**config.mk**
```make
export PLATFORM = sky130hd
export DESIGN_NAME = dcache_read_arbiter
export DESIGN_NICKNAME = d
export VERILOG_FILES = /design/src/rtl/dcache_read_arbiter_pkg.sv /design/src/rtl/dcache_read_arbiter_rr_picker.sv /design/src/rtl/dcache_read_arbiter.sv
export SDC_FILE = /design/constraint.sdc
export NUM_CORES = 1
export LEC_CHECK = 0
export ABC_CLOCK_PERIOD_IN_PS = 2200
export CAP_MARGIN = 20
export CORE_UTILIZATION = 35
export CTS_CLUSTER_DIAMETER = 30
export DETAILED_ROUTE_END_ITERATION = 8
export GPL_ROUTABILITY_DRIVEN = 0
export GPL_TIMING_DRIVEN = 0
export PLACE_DENSITY = 0.78
export REMOVE_ABC_BUFFERS = 1
export SKIP_CTS_REPAIR_TIMING = 1
export SLEW_MARGIN = 20
export SYNTH_ARGS = -nofsm -noshare
export SYNTH_HDL_FRONTEND = slang
export SYNTH_HIERARCHICAL = 1
export SYNTH_SLANG_ARGS = --single-unit
```
**constraint.sdc**
```tcl
create_clock -name clk -period 2.2 [get_ports clk]
set_clock_uncertainty 0.05 [all_clocks]
set_input_delay 0.44 -clock clk [delete_from_list [all_inputs] [get_ports clk]]
set_output_delay 0.44 -clock clk [all_outputs]
set_load 0.02 [all_outputs]
```
**src/rtl/dcache_read_arbiter_pkg.sv**
```systemverilog
// Shared constants and state encoding for the dCache read-port arbiter.
package dcache_read_arbiter_pkg;

  localparam int REQUESTER_NUMBER          = 4;
  localparam int REQUESTER_NUMBER_LOG      = 2;
  localparam int REORDER_BUFFER_SIZE_LOG   = 4;
  localparam int NUMBER_OF_BLOCKS_IN_CACHE = 4;
  localparam int BLOCK_INDEX_LSB           = 4;
  localparam int MAX_WAIT                  = 8;

  typedef enum logic [1:0] {
    ST_IDLE  = 2'd0,
    ST_WAIT  = 2'd1,
    ST_RETRY = 2'd2,
    ST_RESP  = 2'd3
  } arb_state_t;

endpackage

```
**src/rtl/dcache_read_arbiter_rr_picker.sv**
```systemverilog
// Combinational rotate-priority picker: first set request at or after i_ptr, wrapping.
// N must equal 2**LOG so the candidate index wraps naturally.
module dcache_read_arbiter_rr_picker #(
  parameter int N   = 4,
  parameter int LOG = 2
) (
  input  logic [N-1:0]   i_req,
  input  logic [LOG-1:0] i_ptr,
  output logic           o_found,
  output logic [LOG-1:0] o_idx
);

  logic [LOG-1:0] w_cand;

  // Walk from the farthest offset down so the nearest candidate is written last.
  always_comb begin
    o_found = 1'b0;
    o_idx   = '0;
    w_cand  = '0;
    for (int k = N - 1; k >= 0; k--) begin
      w_cand = i_ptr + LOG'(k);
      if (i_req[w_cand]) begin
        o_found = 1'b1;
        o_idx   = w_cand;
      end
    end
  end

endmodule

```
**src/rtl/dcache_read_arbiter.sv**
```systemverilog
// Shares the single dCache read port between load reservation stations, round-robin,
// with retry on a stalled cache and abort on branch flush.
//
// state    | meaning
// ST_IDLE  | no read in flight; arbitrate among eligible stations
// ST_WAIT  | readEnable high, readPtr held, waiting for readSuccess
// ST_RETRY | one-cycle readEnable drop after MAX_WAIT cycles without success
// ST_RESP  | one-cycle response pulse to the winning station
module dcache_read_arbiter
  import dcache_read_arbiter_pkg::*;
#(
  parameter int N   = REQUESTER_NUMBER,
  parameter int LOG = REQUESTER_NUMBER_LOG,
  parameter int RBL = REORDER_BUFFER_SIZE_LOG,
  parameter int NB  = NUMBER_OF_BLOCKS_IN_CACHE,
  parameter int BLI = BLOCK_INDEX_LSB,
  parameter int MW  = MAX_WAIT
) (
  input  logic            clk,
  input  logic            reset,
  input  logic            flush,
  input  logic [N-1:0]    req_valid,
  input  logic [N*32-1:0] req_addr,
  input  logic [N*RBL-1:0] req_pos,
  output logic [N-1:0]    req_grant,
  output logic [N-1:0]    resp_valid,
  output logic [31:0]     resp_value,
  output logic [RBL-1:0]  resp_pos,
  output logic [31:0]     dCache_readPtr,
  output logic            dCache_readEnable,
  input  logic [31:0]     dCache_readValue,
  input  logic            dCache_readSuccess,
  input  logic [NB-1:0]   dCache_busy
);

  localparam int NBL = $clog2(NB);
  localparam int WCW = $clog2(MW);

  arb_state_t     r_state, w_state_nxt;
  logic [WCW-1:0] r_wait_cnt, w_wait_cnt_nxt;
  logic [LOG-1:0] r_rr_ptr, r_id;
  logic [31:0]    r_addr, r_value;
  logic [RBL-1:0] r_pos;
  logic           r_first;

  logic [N-1:0]   w_eligible;
  logic           w_found;
  logic [LOG-1:0] w_win_idx;
  logic           w_accept;

  always_comb begin
    w_eligible = '0;
    for (int i = 0; i < N; i++)
      w_eligible[i] = req_valid[i] && !dCache_busy[req_addr[32*i+BLI +: NBL]];
  end

  dcache_read_arbiter_rr_picker #(.N(N), .LOG(LOG)) u_picker (
    .i_req   (w_eligible),
    .i_ptr   (r_rr_ptr),
    .o_found (w_found),
    .o_idx   (w_win_idx)
  );

  assign w_accept = (r_state == ST_IDLE) && w_found && !flush;

  always_comb begin
    w_state_nxt    = r_state;
    w_wait_cnt_nxt = r_wait_cnt;
    case (r_state)
      ST_IDLE: begin
        if (w_found) begin
          w_state_nxt    = ST_WAIT;
          w_wait_cnt_nxt = '0;
        end
      end
      ST_WAIT: begin
        if (dCache_readSuccess)
          w_state_nxt = ST_RESP;
        else if (r_wait_cnt == WCW'(MW - 1))
          w_state_nxt = ST_RETRY;
        else
          w_wait_cnt_nxt = r_wait_cnt + WCW'(1);
      end
      ST_RETRY: begin
        w_state_nxt    = ST_WAIT;
        w_wait_cnt_nxt = '0;
      end
      ST_RESP:  w_state_nxt = ST_IDLE;
      default:  w_state_nxt = ST_IDLE;
    endcase
    // Flush wins over everything, including a same-cycle readSuccess.
    if (flush) begin
      w_state_nxt    = ST_IDLE;
      w_wait_cnt_nxt = '0;
    end
  end

  always_ff @(posedge clk or negedge reset) begin
    if (!reset) begin
      r_state    <= ST_IDLE;
      r_wait_cnt <= '0;
      r_rr_ptr   <= '0;
      r_id       <= '0;
      r_addr     <= '0;
      r_pos      <= '0;
      r_value    <= '0;
      r_first    <= 1'b0;
    end else begin
      r_state    <= w_state_nxt;
      r_wait_cnt <= w_wait_cnt_nxt;
      r_first    <= w_accept;
      if (w_accept) begin
        r_id   <= w_win_idx;
        r_addr <= req_addr[32*w_win_idx +: 32];
        r_pos  <= req_pos[RBL*w_win_idx +: RBL];
      end
      if (r_state == ST_WAIT && dCache_readSuccess)
        r_value <= dCache_readValue;
      if (r_state == ST_RESP && !flush)
        r_rr_ptr <= (r_id == LOG'(N - 1)) ? '0 : r_id + LOG'(1);
    end
  end

  always_comb begin
    dCache_readEnable = (r_state == ST_WAIT) && !flush;
    dCache_readPtr    = dCache_readEnable ? r_addr : '0;
    req_grant         = (r_first && r_state == ST_WAIT && !flush) ? (N'(1) << r_id) : '0;
    resp_valid        = '0;
    resp_value        = '0;
    resp_pos          = '0;
    if (r_state == ST_RESP && !flush) begin
      resp_valid = N'(1) << r_id;
      resp_value = r_value;
      resp_pos   = r_pos;
    end
  end

  a_grant_onehot: assert property (@(posedge clk) disable iff (!reset) $onehot0(req_grant));
  a_resp_onehot:  assert property (@(posedge clk) disable iff (!reset) $onehot0(resp_valid));
  a_ptr_stable:   assert property (@(posedge clk) disable iff (!reset)
                    (dCache_readEnable && $past(dCache_readEnable)) |-> $stable(dCache_readPtr));

endmodule

```
[After elaboration in Yosys (flattened, before gate mapping)]
Cells that the tools add are included.
Cells by class
  add/sub/neg operators: 5
  magnitude comparators: 8
  equality and inequality tests: 9
  shift-type cells: 3
  multiplexer cells: 40
  reductions and logical operators: 20
Operators by type and width (count)
  indexed part select 128 x 8 -> 32 bit: 1
  2-to-1 mux 32 bit: 2
  less-than comparator 2 x 3 -> 1 bit (second input constant): 8
  2-to-1 mux 2 bit: 9
  binary-select mux 1 bit (select 2 bit): 8
  indexed part select 16 x 5 -> 4 bit: 1
  2-to-1 mux 1 bit: 12
  2-to-1 mux 3 bit: 4
  2-to-1 mux 4 bit: 3
  logical AND 1 bit: 11
  != test 3 bit (second input constant): 3
  one-hot mux 3 bit (3 select lines): 1
  one-hot mux 2 bit (4 select lines): 1
  == test 2 bit (second input constant): 3
  zero test 1 bit: 5
  adder 2 x 1 -> 2 bit (second input constant): 2
  adder 2 bit (second input constant): 2
  != test 4 bit (second input constant): 1
  AND reduction 4 bit: 1
  nonzero test 4 bit: 1
  << shifter 1 x 2 -> 4 bit (first input constant): 1
  adder 3 x 1 -> 3 bit (second input constant): 1
  == test 3 bit (second input constant): 1
  == test 2 x 1 -> 1 bit (second input constant): 1
  other kinds (2): 2
Word-level totals
  register bits after elaboration: 78
  input port bits: 188
  output and inout port bits: 77

[Depth between registers and ports, before layout]
Gate-level depths: netlist (run 1).
  word-level depth: 13
  depth in mapped cells: 9

[Cells and area by module]
The synthesis (run 1) kept the hierarchy.
Modules (own cells, without submodules)
  dcache_read_arbiter: instances 1, cells each 421, area each 4807.1 um^2, seq. area each 1951.9 um^2
  dcache_read_arbiter_rr_picker: instances 1, cells each 13, area each 77.6 um^2, seq. area each 0.0 um^2

[Worst setup path after synthesis (run 1)]
Ideal clock, no wire load.
  path type: input -> register
  start point: input req_addr[100]
  end point: register r_addr[3]
  data arrival time: 2205 ps
  path slack: -193 ps
  stages: 8
  path buffers: 1
  cell sequence: mux4_2 nor2b_1 mux2i_1 a211oi_2 nor2_1 nand3_1 buf_2 o221ai_1
RTL lines
  start, declared: RTL line dcache_read_arbiter.sv:23  | input logic [N*32-1:0] req_addr,
  binary-select mux 1 bit (select 2 bit) *: RTL line dcache_read_arbiter.sv:54  | w_eligible[i] = req_valid[i] && !dCache_busy[req_addr[32*i+BLI +: NBL]];
  2-to-1 mux 1 bit (implied by the code) *: RTL line dcache_read_arbiter.sv:54
  zero test 1 bit *: RTL line dcache_read_arbiter.sv:54
  logical AND 1 bit *: RTL line dcache_read_arbiter.sv:54
  net w_eligible[3]: RTL line dcache_read_arbiter.sv:46  | logic [N-1:0] w_eligible;
  binary-select mux 1 bit (select 2 bit): RTL line dcache_read_arbiter_rr_picker.sv:22  | if (i_req[w_cand]) begin
  2-to-1 mux 1 bit (implied by the code): RTL line dcache_read_arbiter_rr_picker.sv:22
  2-to-1 mux 2 bit (3 in a row): RTL line dcache_read_arbiter_rr_picker.sv:22
  2-to-1 mux 2 bit *: RTL line dcache_read_arbiter_rr_picker.sv:22
  net w_win_idx[0]: RTL line dcache_read_arbiter.sv:48  | logic [LOG-1:0] w_win_idx;
  indexed part select 128 x 8 -> 32 bit *: RTL line dcache_read_arbiter.sv:114  | r_addr <= req_addr[32*w_win_idx +: 32];
  end signal, assigned: RTL line dcache_read_arbiter.sv:114
  end, declared: RTL line dcache_read_arbiter.sv:42  | logic [31:0] r_addr, r_value;
The timed path passes the listed nets; every way through them passes the cells marked *. The select of a mux whose other input is x is not followed.
A chain may end at the register's enable or synchronous reset.

[Final worst setup path (run 1)]
  start point: input req_addr[100]
  end point: register r_addr[19]
The elaborated chain is that of the path after synthesis.

==> results.py, run 1 <==
metrics = {
    "global_routing": {
        "first_global_vias": 4554,
        "overflow": 0,
        "grt_busiest_layer": "met2",
        "grt.met2_usage": 0.3775,
        "grt_use_met3": 0.05276,
        "globalRouteTotalUtil": 0.2065,
        "grt_pass1_wl_mm": 23.03,
        "grt_start_max_net_pins": 49,
        "antenna_found_initial": 0,
        "use_met1": 0.2307,
    },
    "drt": {
        "vias": 4745,
        "routed_via_density": 5.158,
        "drt_iter0_drc": 176,
        "drtPass1Iterations": 4,
        "routed_wirelength_mm": 18.54,
        "drc": 0,
        "drtAntennaViolNets": 0,
        "routedWlPerCell_um": 20.15,
    },
    "worst_setup_path": {
        "cp.arrival_ns": 2.49,
        "cp_top_family": "multiplexers",
        "r2r_start": "r_rr_ptr[0]$_DFFE_PN0P_",
        "endpoint_kind": "register",
        "worstSetupPathDepth": 10,
        "cp-start-kind": "input pin",
        "startpoint": "req_addr[100]",
        "crit_fanout": 8,
        "regToRegSetupSlack_ns": 0.12,
        "critPathBufInv": 3,
        "critical_path.cell_chain": "buf_6 -> mux4_2 -> nor2b_4 -> nand2b_4 -> a211oi_4 -> nor2_4 -> buf_12 -> clkbuf_16 -> mux2i_4 -> o221ai_2",
        "slowest_delay_ns": 0.52,
        "cp_slowest_cell": "mux4_2",
        "r2r_cells": 7,
        "endpoint": "r_addr[19]$_DFFE_PN0P_",
        "crit_type": "in -> reg",
        "worstPathRequired_ns": 2.36,
        "r2r-end": "r_addr[19]$_DFFE_PN0P_",
    },
    "sta": {
        "final-setup-viol-count": 63,
        "hold_ws_ns": -0.002441,
        "max-slew-margin-rel": 0.4749,
        "rsz0062_at_grt": "yes",
        "clock.fmax_mhz": 429.0,
        "layout_min_cycle_time_ns": 2.331,
        "final-hold-violation-count": 1,
        "finalWorstSetupSlack_ns": -0.1311,
        "fin_crit_sh": 1.060,
        "slew_violations": 0,
        "tightest_slew_ns": 0.7848,
    },
    "finish": {
        "final_nets": 936,
        "fin_cells": 920,
        "layout-drive-gt1-share": 0.4328,
        "syn_to_final_growth_pct": 86.22,
        "final_core_util": 0.6788,
        "postLayoutCellArea_um2": 9096,
        "num_antenna_cells": 0,
    },
    "pwr": {
        "p_leak_uw": 0.003938,
        "comb_power_share": 0.476,
        "switching_power_uw": 2533,
        "pwr_density_cell_nw_per_um2": 811.8,
        "peakVddDrop_mv": 0.4373,
        "p_seq_frac": 0.333,
        "clkPwrFrac": 0.191,
        "design_power_total_uw": 7384,
        "swShare": 0.3430,
        "p_int_uw": 4852,
    },
    "worst_hold_path": {
        "hold_class": "in -> async",
    },
    "status": {
        "violations": "negative hold slack, negative setup slack",
        "status": "finished with violations",
    },
    "placed_design": {
        "port_buffers": 264,
        "placed_cell_area_um2": 7754,
        "dpl.cell_count": 849,
        "dpl.hpwl_mm": 11.31,
    },
    "clocking": {
        "clk_latency_ns": 0.33,
        "cts_tree": "built",
        "cts-htree-levels": 3,
        "numCtsBuffers": 9,
        "clkSinkCount": 78,
        "clk_pin_slew_worst_paths_ns": 0.06,
        "clk_path_buf_depth": 2,
        "clock-root-buffer": "clkbuf_16",
    },
    "floorplanning": {
        "rows": 42,
        "fp.dieH_um": 120.1,
        "die_x_um": 120.1,
        "core_um2": 13400,
        "io_pins": 265,
        "die_area_um2": 14430,
        "initial_core_util": 0.3645,
    },
    "synthesis": {
        "yosysSeqAreaShare": 0.3996,
        "synthCells": 434,
        "syn_area_um2": 4885,
        "synth_seq_cells": 78,
        "avgSynthCellArea_um2": 11.26,
        "yosysUniqueCellTypes": 34,
        "yosys_warnings": 6,
    },
    "flow_run": {
        "cap_violations": 0,
    },
}
==> cells in the mapped netlist <==
| cell | number | area share |
|---|---|---|
| mux4_2 | 4 | 0.018 |
| nor2_1 | 8 | 0.0061 |
| mux2i_1 | 74 | 0.15 |
| a31oi_1 | 2 | 0.0026 |
| nand3_1 | 4 | 0.0041 |
| inv_1 | 4 | 0.0031 |
| buf_2 | 15 | 0.015 |
| nand4_1 | 2 | 0.0026 |
| nand2_1 | 42 | 0.032 |
| nor3b_1 | 3 | 0.0046 |
| nand2b_1 | 3 | 0.0038 |
| nand2_4 | 1 | 0.0023 |
| mux2_2 | 35 | 0.081 |
| a211oi_2 | 1 | 0.0026 |
| a21oi_1 | 3 | 0.0031 |
| dfrtp_1 | 78 | 0.40 |
| ha_1 | 9 | 0.023 |
| o221ai_1 | 7 | 0.013 |
| clkbuf_1 | 9 | 0.0069 |
| or2_0 | 1 | 0.0013 |
| buf_6 | 4 | 0.0092 |
| o22ai_1 | 1 | 0.0013 |
| a211oi_1 | 1 | 0.0015 |
| a211o_1 | 1 | 0.0018 |
| o21ai_0 | 4 | 0.0041 |
| or2_2 | 1 | 0.0013 |
| nor2b_1 | 7 | 0.0090 |
| and2_1 | 72 | 0.092 |
| o221ai_2 | 29 | 0.089 |
| nand3b_4 | 1 | 0.0041 |
| buf_4 | 1 | 0.0015 |
| clkbuf_2 | 2 | 0.0020 |
| clkinv_2 | 1 | 0.0010 |
| and3_1 | 4 | 0.0051 |
==> kinds of logic after synthesis <==
family / synth area share
buf+inv: 0.03919
compound gates: 0.1186
mux: 0.2508
simple gates: 0.1688
fa+ha+maj: 0.02305
flops: 0.3996
==> flip-flops by register name, summed over array words and instances (netlist names) <==
name / count
r_pos: 4
r_first: 1
r_state: 2
r_addr: 32
r_value: 32
r_rr_ptr: 2
r_wait_cnt: 3
r_id: 2
==> area by class of cell <==
class	instances	area [um^2]
sequential	78	1952
fill	969	4304
clock inverter	7	56.30
timing repair buffer	322	3274
tap	176	220.2
inverter	5	21.27
clock buffer	9	225.2
multi-input combinational	323	3347
==> cells in the final DEF (no fill, tap or decap), types with 3 or more instances in the layout <==
master           Yosys  final
and2_1              72     43
and2_4               0     29
and3_4               0      4
buf_12               0      6
buf_16               0      4
buf_2               15      4
buf_4                1     33
buf_6                4     43
buf_8                0      4
clkbuf_16            0     18
clkbuf_2             2     40
clkdlybuf4s50_1      0    173
dfrtp_1             78     78
dlymetal6s2s_1       0      6
ha_1                 9      8
inv_1                4      3
inv_6                0      3
mux2_2              35     35
mux2i_1             74     42
mux2i_2              0     13
mux2i_4              0     19
mux4_2               4      4
nand2_1             42     40
nand3_1              4      3
nor2_1               8      4
nor2_4               0      3
nor2b_4              0      6
o21ai_0              4      4
o221ai_1             7      4
o221ai_2            29     32
==> stage by stage <==
stage / setup WS [ns] / TNS [ns]
3_5_place_dp: -1.566 / -116.10
5_1_grt: -0.1624 / -6.360
6_report: -0.1311 / -3.902
4_1_cts: -1.205 / -105.28
3_3_place_gp: -6.649 / -578.87
2_1_floorplan: -4.338 / -181.88
==> how the worst min path moves through the flow <==
stage,slack (ns),startpoint,cells past startpoint,to
after floorplan,0.09,reset,0,r_addr[0]$_DFFE_PN0P_
after global placement,0.41,r_addr[3]$_DFFE_PN0P_,2,r_addr[3]$_DFFE_PN0P_
after detailed placement,0.37,reset,1,r_value[24]$_DFFE_PN0P_
after CTS,0.0008,reset,1,r_value[24]$_DFFE_PN0P_
after global routing,0.01,reset,1,r_value[24]$_DFFE_PN0P_
final,-0.002,reset,1,r_value[24]$_DFFE_PN0P_
==> power groups by stage <==
stage	Sequential (uW)	Combinational, uW	Clock [uW]
floorplan	2320	1730	0
global placement	2390	2530	0
detailed placement	2430	2570	0
CTS	2410	2580	1440
global route	2530	3720	1500
finish	2460	3510	1410
==> per-layer routing <==
metal  up-vias  wire (um)
li1       2184          -
met1      2317       6943
met2       203       9930
met3        41       1185
met4         0        478
met5         -          0
No activity file was read; power rests on OpenSTA's default activity.
==> run 2, diff against run 1 <==
--- a/config.mk
+++ b/config.mk
@@ -8,7 +8,7 @@
 export ABC_CLOCK_PERIOD_IN_PS = 2200
 export CAP_MARGIN = 20
 export CORE_UTILIZATION = 35
-export CTS_CLUSTER_DIAMETER = 30
+export CTS_CLUSTER_DIAMETER = 50
 export DETAILED_ROUTE_END_ITERATION = 8
 export GPL_ROUTABILITY_DRIVEN = 0
 export GPL_TIMING_DRIVEN = 0
==> results of run 2 <==
The final DEF is identical to that of run 1; final timing and power are the same.
